`config.mk`:
```
export PLATFORM = sky130hd
export DESIGN_NAME = if_stage
export DESIGN_NICKNAME = d
export VERILOG_FILES = /design/src/rtl/if_stage.sv
export SDC_FILE = /design/constraint.sdc
export NUM_CORES = 1
export LEC_CHECK = 0
export ABC_AREA = 1
export BUFFER_PORTS_ARGS = -buffer_cell sky130_fd_sc_hd__buf_2
export CAP_MARGIN = 20
export CORE_UTILIZATION = 50
export DETAILED_ROUTE_END_ITERATION = 8
export HOLD_SLACK_MARGIN = 0.1
export MAX_ROUTING_LAYER = met4
export PLACE_DENSITY = 0.71
export SLEW_MARGIN = 25
export SYNTH_ARGS = -nofsm -noshare
export SYNTH_HDL_FRONTEND = slang
export SYNTH_SLANG_ARGS = --single-unit
```
`constraint.sdc`:
```
create_clock -name clk -period 1.7 [get_ports clk]
set_clock_uncertainty 0.15 [all_clocks]
set_input_delay 0.17 -clock clk [delete_from_list [all_inputs] [get_ports clk]]
set_output_delay 0.17 -clock clk [all_outputs]
set_load 0.01 [all_outputs]
```
`src/rtl/if_stage.sv`:
```
// Instruction fetch stage with IF/ID register, one-outstanding imem handshake and a one-entry skid buffer.
// Optional perf counters are built only when IF_PERF_CNT_EN is defined.
module if_stage #(
  parameter logic [31:0] RESET_PC = 32'h0000_0000,
  parameter logic [31:0] NOP_INST = 32'h0000_0013
) (
  input  logic        clk,
  input  logic        rst,
  input  logic        id_stall,
  input  logic        ex_take_branch,
  input  logic [31:0] ex_target_pc,
  output logic        imem_req_valid,
  output logic [31:0] imem_req_addr,
  input  logic        imem_req_ready,
  input  logic        imem_rsp_valid,
  input  logic [31:0] imem_rsp_data,
  output logic [31:0] if_id_IR,
  output logic [31:0] if_id_PC,
  output logic        if_id_valid_inst,
  output logic [31:0] if_fetch_cnt,
  output logic [31:0] if_squash_cnt
);

  typedef enum logic [1:0] {IDLE, WAIT, SQUASH} state_e;

  state_e      state_q, state_d;
  logic [31:0] fetch_pc_q, fetch_pc_d;
  logic [31:0] req_pc_q, req_pc_d;
  logic        skid_valid_q, skid_valid_d;
  logic [31:0] skid_data_q, skid_data_d;
  logic [31:0] skid_pc_q, skid_pc_d;
  logic [31:0] ir_q, ir_d;
  logic [31:0] pc_q, pc_d;
  logic        valid_q, valid_d;

  logic id_accept;
  logic rsp_keep;
  logic req_fire;

  assign id_accept = !id_stall || !valid_q;
  assign rsp_keep  = (state_q == WAIT) && imem_rsp_valid;

  // Re-issue in the same cycle as a kept response gives 1 instr/cycle with 1-cycle memory.
  assign imem_req_valid = rst && !ex_take_branch && !skid_valid_q &&
                          ((state_q == IDLE) || (rsp_keep && id_accept));
  assign imem_req_addr  = fetch_pc_q;
  assign req_fire       = imem_req_valid && imem_req_ready;

  assign if_id_IR         = ir_q;
  assign if_id_PC         = pc_q;
  assign if_id_valid_inst = valid_q;

  always_comb begin
    state_d      = state_q;
    fetch_pc_d   = fetch_pc_q;
    req_pc_d     = req_pc_q;
    skid_valid_d = skid_valid_q;
    skid_data_d  = skid_data_q;
    skid_pc_d    = skid_pc_q;
    ir_d         = ir_q;
    pc_d         = pc_q;
    valid_d      = valid_q;

    if (ex_take_branch) begin
      fetch_pc_d   = ex_target_pc;
      valid_d      = 1'b0;
      ir_d         = NOP_INST;
      skid_valid_d = 1'b0;
      // An in-flight request must still drain; SQUASH marks its response for discard.
      if (state_q == WAIT) begin
        state_d = imem_rsp_valid ? IDLE : SQUASH;
      end else if ((state_q == SQUASH) && imem_rsp_valid) begin
        state_d = IDLE;
      end
    end else begin
      if (req_fire) begin
        req_pc_d   = fetch_pc_q;
        fetch_pc_d = fetch_pc_q + 32'd4;
        state_d    = WAIT;
      end else if (imem_rsp_valid && (state_q != IDLE)) begin
        state_d = IDLE;
      end

      if (id_accept) begin
        if (skid_valid_q) begin
          ir_d         = skid_data_q;
          pc_d         = skid_pc_q;
          valid_d      = 1'b1;
          skid_valid_d = 1'b0;
        end else if (rsp_keep) begin
          ir_d    = imem_rsp_data;
          pc_d    = req_pc_q;
          valid_d = 1'b1;
        end else begin
          ir_d    = NOP_INST;
          valid_d = 1'b0;
        end
      end else if (rsp_keep) begin
        skid_valid_d = 1'b1;
        skid_data_d  = imem_rsp_data;
        skid_pc_d    = req_pc_q;
      end
    end
  end

  always_ff @(posedge clk or negedge rst) begin
    if (!rst) begin
      state_q      <= IDLE;
      fetch_pc_q   <= RESET_PC;
      req_pc_q     <= 32'd0;
      skid_valid_q <= 1'b0;
      skid_data_q  <= 32'd0;
      skid_pc_q    <= 32'd0;
      ir_q         <= NOP_INST;
      pc_q         <= 32'd0;
      valid_q      <= 1'b0;
    end else begin
      state_q      <= state_d;
      fetch_pc_q   <= fetch_pc_d;
      req_pc_q     <= req_pc_d;
      skid_valid_q <= skid_valid_d;
      skid_data_q  <= skid_data_d;
      skid_pc_q    <= skid_pc_d;
      ir_q         <= ir_d;
      pc_q         <= pc_d;
      valid_q      <= valid_d;
    end
  end

`ifdef IF_PERF_CNT_EN
  logic [31:0] fetch_cnt_q, fetch_cnt_d;
  logic [31:0] squash_cnt_q, squash_cnt_d;
  logic        load_evt;
  logic        squash_evt;

  assign load_evt   = !ex_take_branch && id_accept && (skid_valid_q || rsp_keep);
  assign squash_evt = imem_rsp_valid &&
                      ((state_q == SQUASH) || (ex_take_branch && (state_q == WAIT)));

  always_comb begin
    fetch_cnt_d  = fetch_cnt_q + {31'd0, load_evt};
    squash_cnt_d = squash_cnt_q + {31'd0, squash_evt};
  end

  always_ff @(posedge clk or negedge rst) begin
    if (!rst) begin
      fetch_cnt_q  <= 32'd0;
      squash_cnt_q <= 32'd0;
    end else begin
      fetch_cnt_q  <= fetch_cnt_d;
      squash_cnt_q <= squash_cnt_d;
    end
  end

  assign if_fetch_cnt  = fetch_cnt_q;
  assign if_squash_cnt = squash_cnt_q;
`else
  assign if_fetch_cnt  = 32'd0;
  assign if_squash_cnt = 32'd0;
`endif

  // A response with nothing outstanding means the memory broke the in-order contract.
  a_no_rsp_in_idle: assert property (@(posedge clk) disable iff (!rst)
    !(imem_rsp_valid && (state_q == IDLE)));

endmodule

```
==> results_dict.tcl, run 1 <==
set metrics [dict create \
    rsz0062_at_grt "true" \
    max_slew.worst_pin.slew_ns 0.898 \
    synth_compound_area_share_pct 9.47 \
    cts_root_buf "clkbuf_16" \
    power_leakage_nw 6.15 \
    ant_nets 0 \
    ys_warn_count 0 \
    rows 50 \
    nNetsFinal 1472 \
    area_delta_synth_final_pct 27.5 \
    ir_drop_uv 812 \
    die_h_um 141 \
    vias 8385 \
    cp_max_fo 5 \
    synth_top_family_by_area "simple AND/OR/NAND/NOR gates" \
    fin_util_pct 65.2 \
    grt_max_degree 165 \
    muxShareOfSynthArea_pct 4.58 \
    grt_pass1_vias 7706 \
    dr.pass1.iters 5 \
    synth.top_cells.by_count "nand2_1 (350), dfrtp_1 (193), nor2_1 (93)" \
    synthTopCellsByArea "dfrtp_1 (50%), nand2_1 (14%), buf_4 (5.6%)" \
    core_area_mm2 0.0188 \
    async_flop_share_pct 100 \
    antenna_found_initial 1 \
    synth_top_area_share_pct 50.3 \
    clkTransAtPathRegs_ns 0.07 \
    cts_tree "yes" \
    fillers 1542 \
    cts.sinks 196 \
    ys_ff_latch 196 \
    gp_congestion 0.948 \
    cp.arrival_ns 1.94 \
    viasPerCell 5.08 \
    worstPathRequired_ns 1.88 \
    synthAdderAreaFrac_pct 0.130 \
    initial_core_util_pct 51.1 \
    endpoint_kind "flop" \
    fin_crit_sh_pct 103 \
    layout-drive-gt1-share_pct 22.8 \
    grt_remaining_overflow 0 \
    ctsLongestPathBuffers 2 \
    drcViolationCount 0 \
    hold_class "in -> reg" \
    startpoint_type "flop" \
    fin_ws_ns -0.0562 \
    yosys.area_share.simple_pct 22.7 \
    status "finished, violations left" \
    slew_headroom_pct 40.2 \
    pin_count 232 \
    synth_edf_count 0 \
    synth-xor-area-share_pct 0.639 \
    dieArea_mm2 0.0197 \
    ys_types 31 \
    finalCriticalPeriod_ns 1.76 \
    seq_area_mm2 0.00492 \
    maxCapViolCount 0 \
    final_area_mm2 0.0122 \
    cellPowerDensity_mw_per_mm2 1140 \
    violations "setup timing" \
    post_drt_wl_per_cell_um 15.0 \
    grt_first_pass_wirelength_mm 38.0 \
    wl_mm 24.8 \
    htreeDepth 4 \
    dp_slack_ns -0.0168 \
    die_w_um 141 \
    synthCells 1149 \
    cts_buffers 17 \
    multi_input_area_mm2 0.00396 \
    dpl_cell_area_mm2 0.0106 \
    hold_viol 0 \
    drt_iter0_drc 524 \
    detailed_place_hpwl_mm 15.3 \
    setup_violations 27 \
    synth.largest_area_cell "dfrtp_1" \
    synthFlopType "dfrtp_1" \
    clkLatencyLatePin_ns 0.43 \
    track_usage_pct 25.0 \
    avgSynthCellArea_um2 8.35 \
    fmax_mhz 569 \
    crit_type "reg -> reg" \
    fin_setup_tns_ns -0.519 \
    port_buffers 167 \
    drv_slew 0 \
    netlist_area_mm2 0.00960 \
    synth-seq-area-share_pct 51.2 \
    synth.most_common_cell "nand2_1" \
]
==> placed cells by master, fill, tap and decap left out, drive strengths merged, types with 22 or more instances in the layout <==
cell	count
a21oi	38
a31oi	32
buf	216
clkbuf	30
conb	64
dfrtp	193
dlygate4sd3	67
inv	78
mux2	39
nand2	354
nand3	51
nor2	99
nor3	22
o21ai	102
==> sequential cells by signal (all words and copies together), names as in the netlist <==
register,count
imem_req_addr,32
if_id_PC,32
state_q,2
skid_pc_q,32
skid_data_q,32
skid_valid_q,1
if_id_IR,32
req_pc_q,32
if_id_valid_inst,1
==> per-layer routing <==
metal  global-route usage (%)  up-vias  wire [µm]
li1                         -     4076          -
met1                     33.1     3997      11100
met2                     39.6      275      12000
met3                     4.68       37       1300
met4                     6.86        0        447
met5                        -        -          0
==> cell families (layout without fill, tap and decap cells) <==
family	Yosys count	count (layout)
XOR/XNOR	7	7
AND/OR/NAND/NOR	534	534
AO/OA/AOI/OAI	173	173
multiplexers	39	39
buffers and inverters	198	400
other	1	65
adder cells (fa/ha/maj)	1	1
flip-flops	196	196
==> timing repair <==
action                                 4_1_cts  5_1_grt
gates resized for setup                      2       59
pin swaps                                    1        5
hold buffers                                67        0
setup endpoints to repair                    5      107
buffers inserted                             0        8
endpoints found under the hold margin      293        0
cloned                                       0        9
==> power breakdown <==
part           internal (mW)  switching (mW)
combinational           1.56            1.97
sequential              5.71           0.816
clock                   2.11            1.76
==> metrics by stage <==
stage / hold slack [ns] / cells / total power, mW
2_1_floorplan: -0.276 / 1212 / 8.34
4_1_cts: 0.103 / 1631 / 13.7
6_report: 0.138 / 1649 / 13.9
3_5_place_dp: 0.121 / 1532 / 9.66
3_3_place_gp: 0.128 / 1532 / 9.54
5_1_grt: 0.152 / 1649 / 14.7
==> layout make-up <==
class,count,share of cell area (%)
tap,234,2.39
sequential,196,40.2
multi-input combinational,818,32.4
clock buffer,22,3.80
timing repair buffer,291,18.0
inverter,77,2.38
antenna,1,0.0205
clock inverter,10,0.818
==> path summary, 6_finish.rpt <==
check / startpoint / to / slack (ns) / cells after the start
setup reg to reg: state_q[0] / if_id_PC[18] / -0.06 / 10
hold / removal: ex_take_branch / state_q[1] / 0.14 / 6
hold reg to reg: if_id_IR[24] / if_id_IR[24] / 0.33 / 2
setup / recovery: state_q[0] / if_id_PC[18] / -0.06 / 10
max in group asynchronous: rst / imem_req_addr[21] / 0.32 / 3
min in group asynchronous: rst / skid_data_q[16] / 0.22 / 3
==> critical path, cell delays in order, from the launching register on <==
cell	delay [ns]
dfrtp_1	0.40
inv_2	0.08
nor2_4	0.14
nand2_2	0.09
nand2_2	0.08
inv_2	0.05
nor2_4	0.17
clkbuf_16	0.19
buf_12	0.11
nor2_1	0.04
a31oi_1	0.16
(Power assumes the default switching activity.)
==> run 2: changes to the inputs <==
--- a/config.mk
+++ b/config.mk
@@ -11,8 +11,8 @@
 export CORE_UTILIZATION = 50
 export DETAILED_ROUTE_END_ITERATION = 8
 export HOLD_SLACK_MARGIN = 0.1
-export MAX_ROUTING_LAYER = met4
 export PLACE_DENSITY = 0.71
+export SKIP_LAST_GASP = 1
 export SLEW_MARGIN = 25
 export SYNTH_ARGS = -nofsm -noshare
 export SYNTH_HDL_FRONTEND = slang
==> run 2 against run 1 <==
The run still ends with setup timing left. First-iteration DRC count decreased by 5.3%. Combinational power decreased by 4%. Via count decreased by 1.0%. Clock power decreased by 3%. Global-route usage decreased by 0.86 points. Sequential power about the same. Register-to-register slack improved by 0.04 ns. Setup slack improved by 0.039 ns. Cell count decreased by 0.49%. Final area decreased by 1.5%. Wire length decreased by 2.4%. Total power decreased by 2.0%. Critical path type unchanged. Largest power group unchanged.
==> results_dict.tcl, run 2 (same netlist as run 1, synthesis figures left out) <==
set metrics [dict create \
    drt_iter0_drc 496 \
    endpoint_kind "flop" \
    pin_count 232 \
    hold_class "in -> reg" \
    drv_slew 0 \
    final_area_mm2 0.0121 \
    layout_common_cells "nand2_1 (345), dfrtp_1 (184), buf_2 (166), nor2_1 (86), o21ai_0 (73)" \
    core_area_mm2 0.0188 \
    clkTransAtPathRegs_ns 0.07 \
    antenna_cells 0 \
    fillers 1590 \
    reg2reg_depth 10 \
    htreeDepth 4 \
    whs_path_depth 4 \
    finalPower_mw 13.6 \
    cts_tree "yes" \
    nNetsFinal 1466 \
    cts_buffers 17 \
    grt_pass1_vias 7646 \
    grt_remaining_overflow 0 \
    gp_congestion 0.901 \
    dr.pass1.iters 5 \
    dp.cells 1530 \
    track_usage_pct 24.1 \
    wl_mm 24.2 \
    worstPathRequired_ns 1.89 \
    layout-drive-gt1-share_pct 21.3 \
    violations "setup timing" \
    startpoint_type "flop" \
    cts.sinks 196 \
    multi_input_area_mm2 0.00391 \
    final_common_cell "nand2_1" \
    vias 8300 \
    status "finished, violations left" \
    initial_core_util_pct 51.1 \
    maxCapViolCount 0 \
    fmax_mhz 582 \
    fin_ws_ns -0.0169 \
    seq_area_mm2 0.00492 \
    finalCriticalPeriod_ns 1.72 \
    fin_util_pct 64.2 \
    ctsLongestPathBuffers 2 \
    antenna_found_initial 0 \
    fin_cells 1641 \
    setup_violations 2 \
    ir_drop_uv 750 \
    ant_nets 0 \
    slew_headroom_pct 49.8 \
    rows 50 \
    cellPowerDensity_mw_per_mm2 1130 \
    cts_root_buf "clkbuf_16" \
    grt_max_degree 140 \
    max_slew.worst_pin.slew_ns 0.754 \
    die_h_um 141 \
    r2r_start "state_q[1]" \
    timing.hold.ws_ns 0.137 \
    post_drt_wl_per_cell_um 14.8 \
    cp_cell_sequence "buf_4 > nor2_4 > nand2_2 > nand2_2 > inv_2 > nor2_4 > buf_12 > clkbuf_16 > nor2_1 > a31oi_1" \
    port_buffers 167 \
    detailed_place_hpwl_mm 15.4 \
    hold_viol 0 \
    viasPerCell 5.06 \
    drcViolationCount 0 \
    cp.arrival_ns 1.91 \
    power_leakage_nw 6.09 \
    crit_type "reg -> reg" \
    dp_slack_ns 0.00889 \
    dieArea_mm2 0.0197 \
    area_delta_synth_final_pct 25.6 \
    crit_slowest_cell "dfrtp_1" \
    dpl_cell_area_mm2 0.0105 \
    max_stage_delay_ns 0.39 \
    fin_crit_sh_pct 101 \
    die_w_um 141 \
    hold_start "ex_take_branch" \
    rsz0062_at_grt "true" \
    fin_setup_tns_ns -0.0181 \
    cp_max_fo 8 \
    critPathLaunch "state_q[1]" \
    grt_first_pass_wirelength_mm 37.8 \
    clkLatencyLatePin_ns 0.43 \
]
run 2: changes by cell type in the layout (fill, tap and decap cells not counted), moves of 3 or more:
cell / previous run / this run
buf_4: 36 / 33
nor2_4: 10 / 6
nor2_1: 66 / 86
clkbuf_16: 24 / 21
nor2_2: 23 / 7
clkinv_2: 1 / 4
run 2: path summary, 6_finish.rpt:
kind / to / slack (ns)
worst max-delay path: if_id_PC[19] / -0.02
min in group asynchronous: skid_data_q[1] / 0.30
worst max register to register: if_id_PC[19] / -0.02
worst min register to register: if_id_IR[31] / 0.34
max in group asynchronous: imem_req_addr[16] / 0.48
worst min-delay path: imem_req_addr[0] / 0.14
run 2: area by class of cell:
cell class                      count  area share [%]
Timing Repair Buffer              285            17.4
Multi-Input combinational cell    818            32.4
Sequential cell                   196            40.8
Clock inverter                     12           0.903
Clock buffer                       19            3.59
Tap cell                          234            2.43
Inverter                           77            2.42
run 2: metal layers:
layer	global-route usage, %	wire length [µm]	up-vias
met2	38.3	11400	288
met5	0	0	-
met3	4.27	1290	32
met1	33.9	11100	3920
li1	-	-	4060
met4	7.32	418	0
run 2: where the power goes:
part / internal (mW) / switching (mW)
clock: 2.01 / 1.75
sequential: 5.71 / 0.790
combinational: 1.47 / 1.92
total: 9.19 / 4.46
run 2: what timing repair did:
item	in CTS	in global routing
gates resized for setup	2	39
setup buffers	2	5
pin swaps	1	8
cloned	0	5
hold endpoints to repair	294	0
setup endpoints to repair	2	127
hold buffers	68	0
run 2: critical path: cells and delay by family (launching register included):
family	cells	cell delay [ns]
compound gates	1	0.16
simple gates	5	0.41
buf+inv	4	0.51
flops	1	0.39
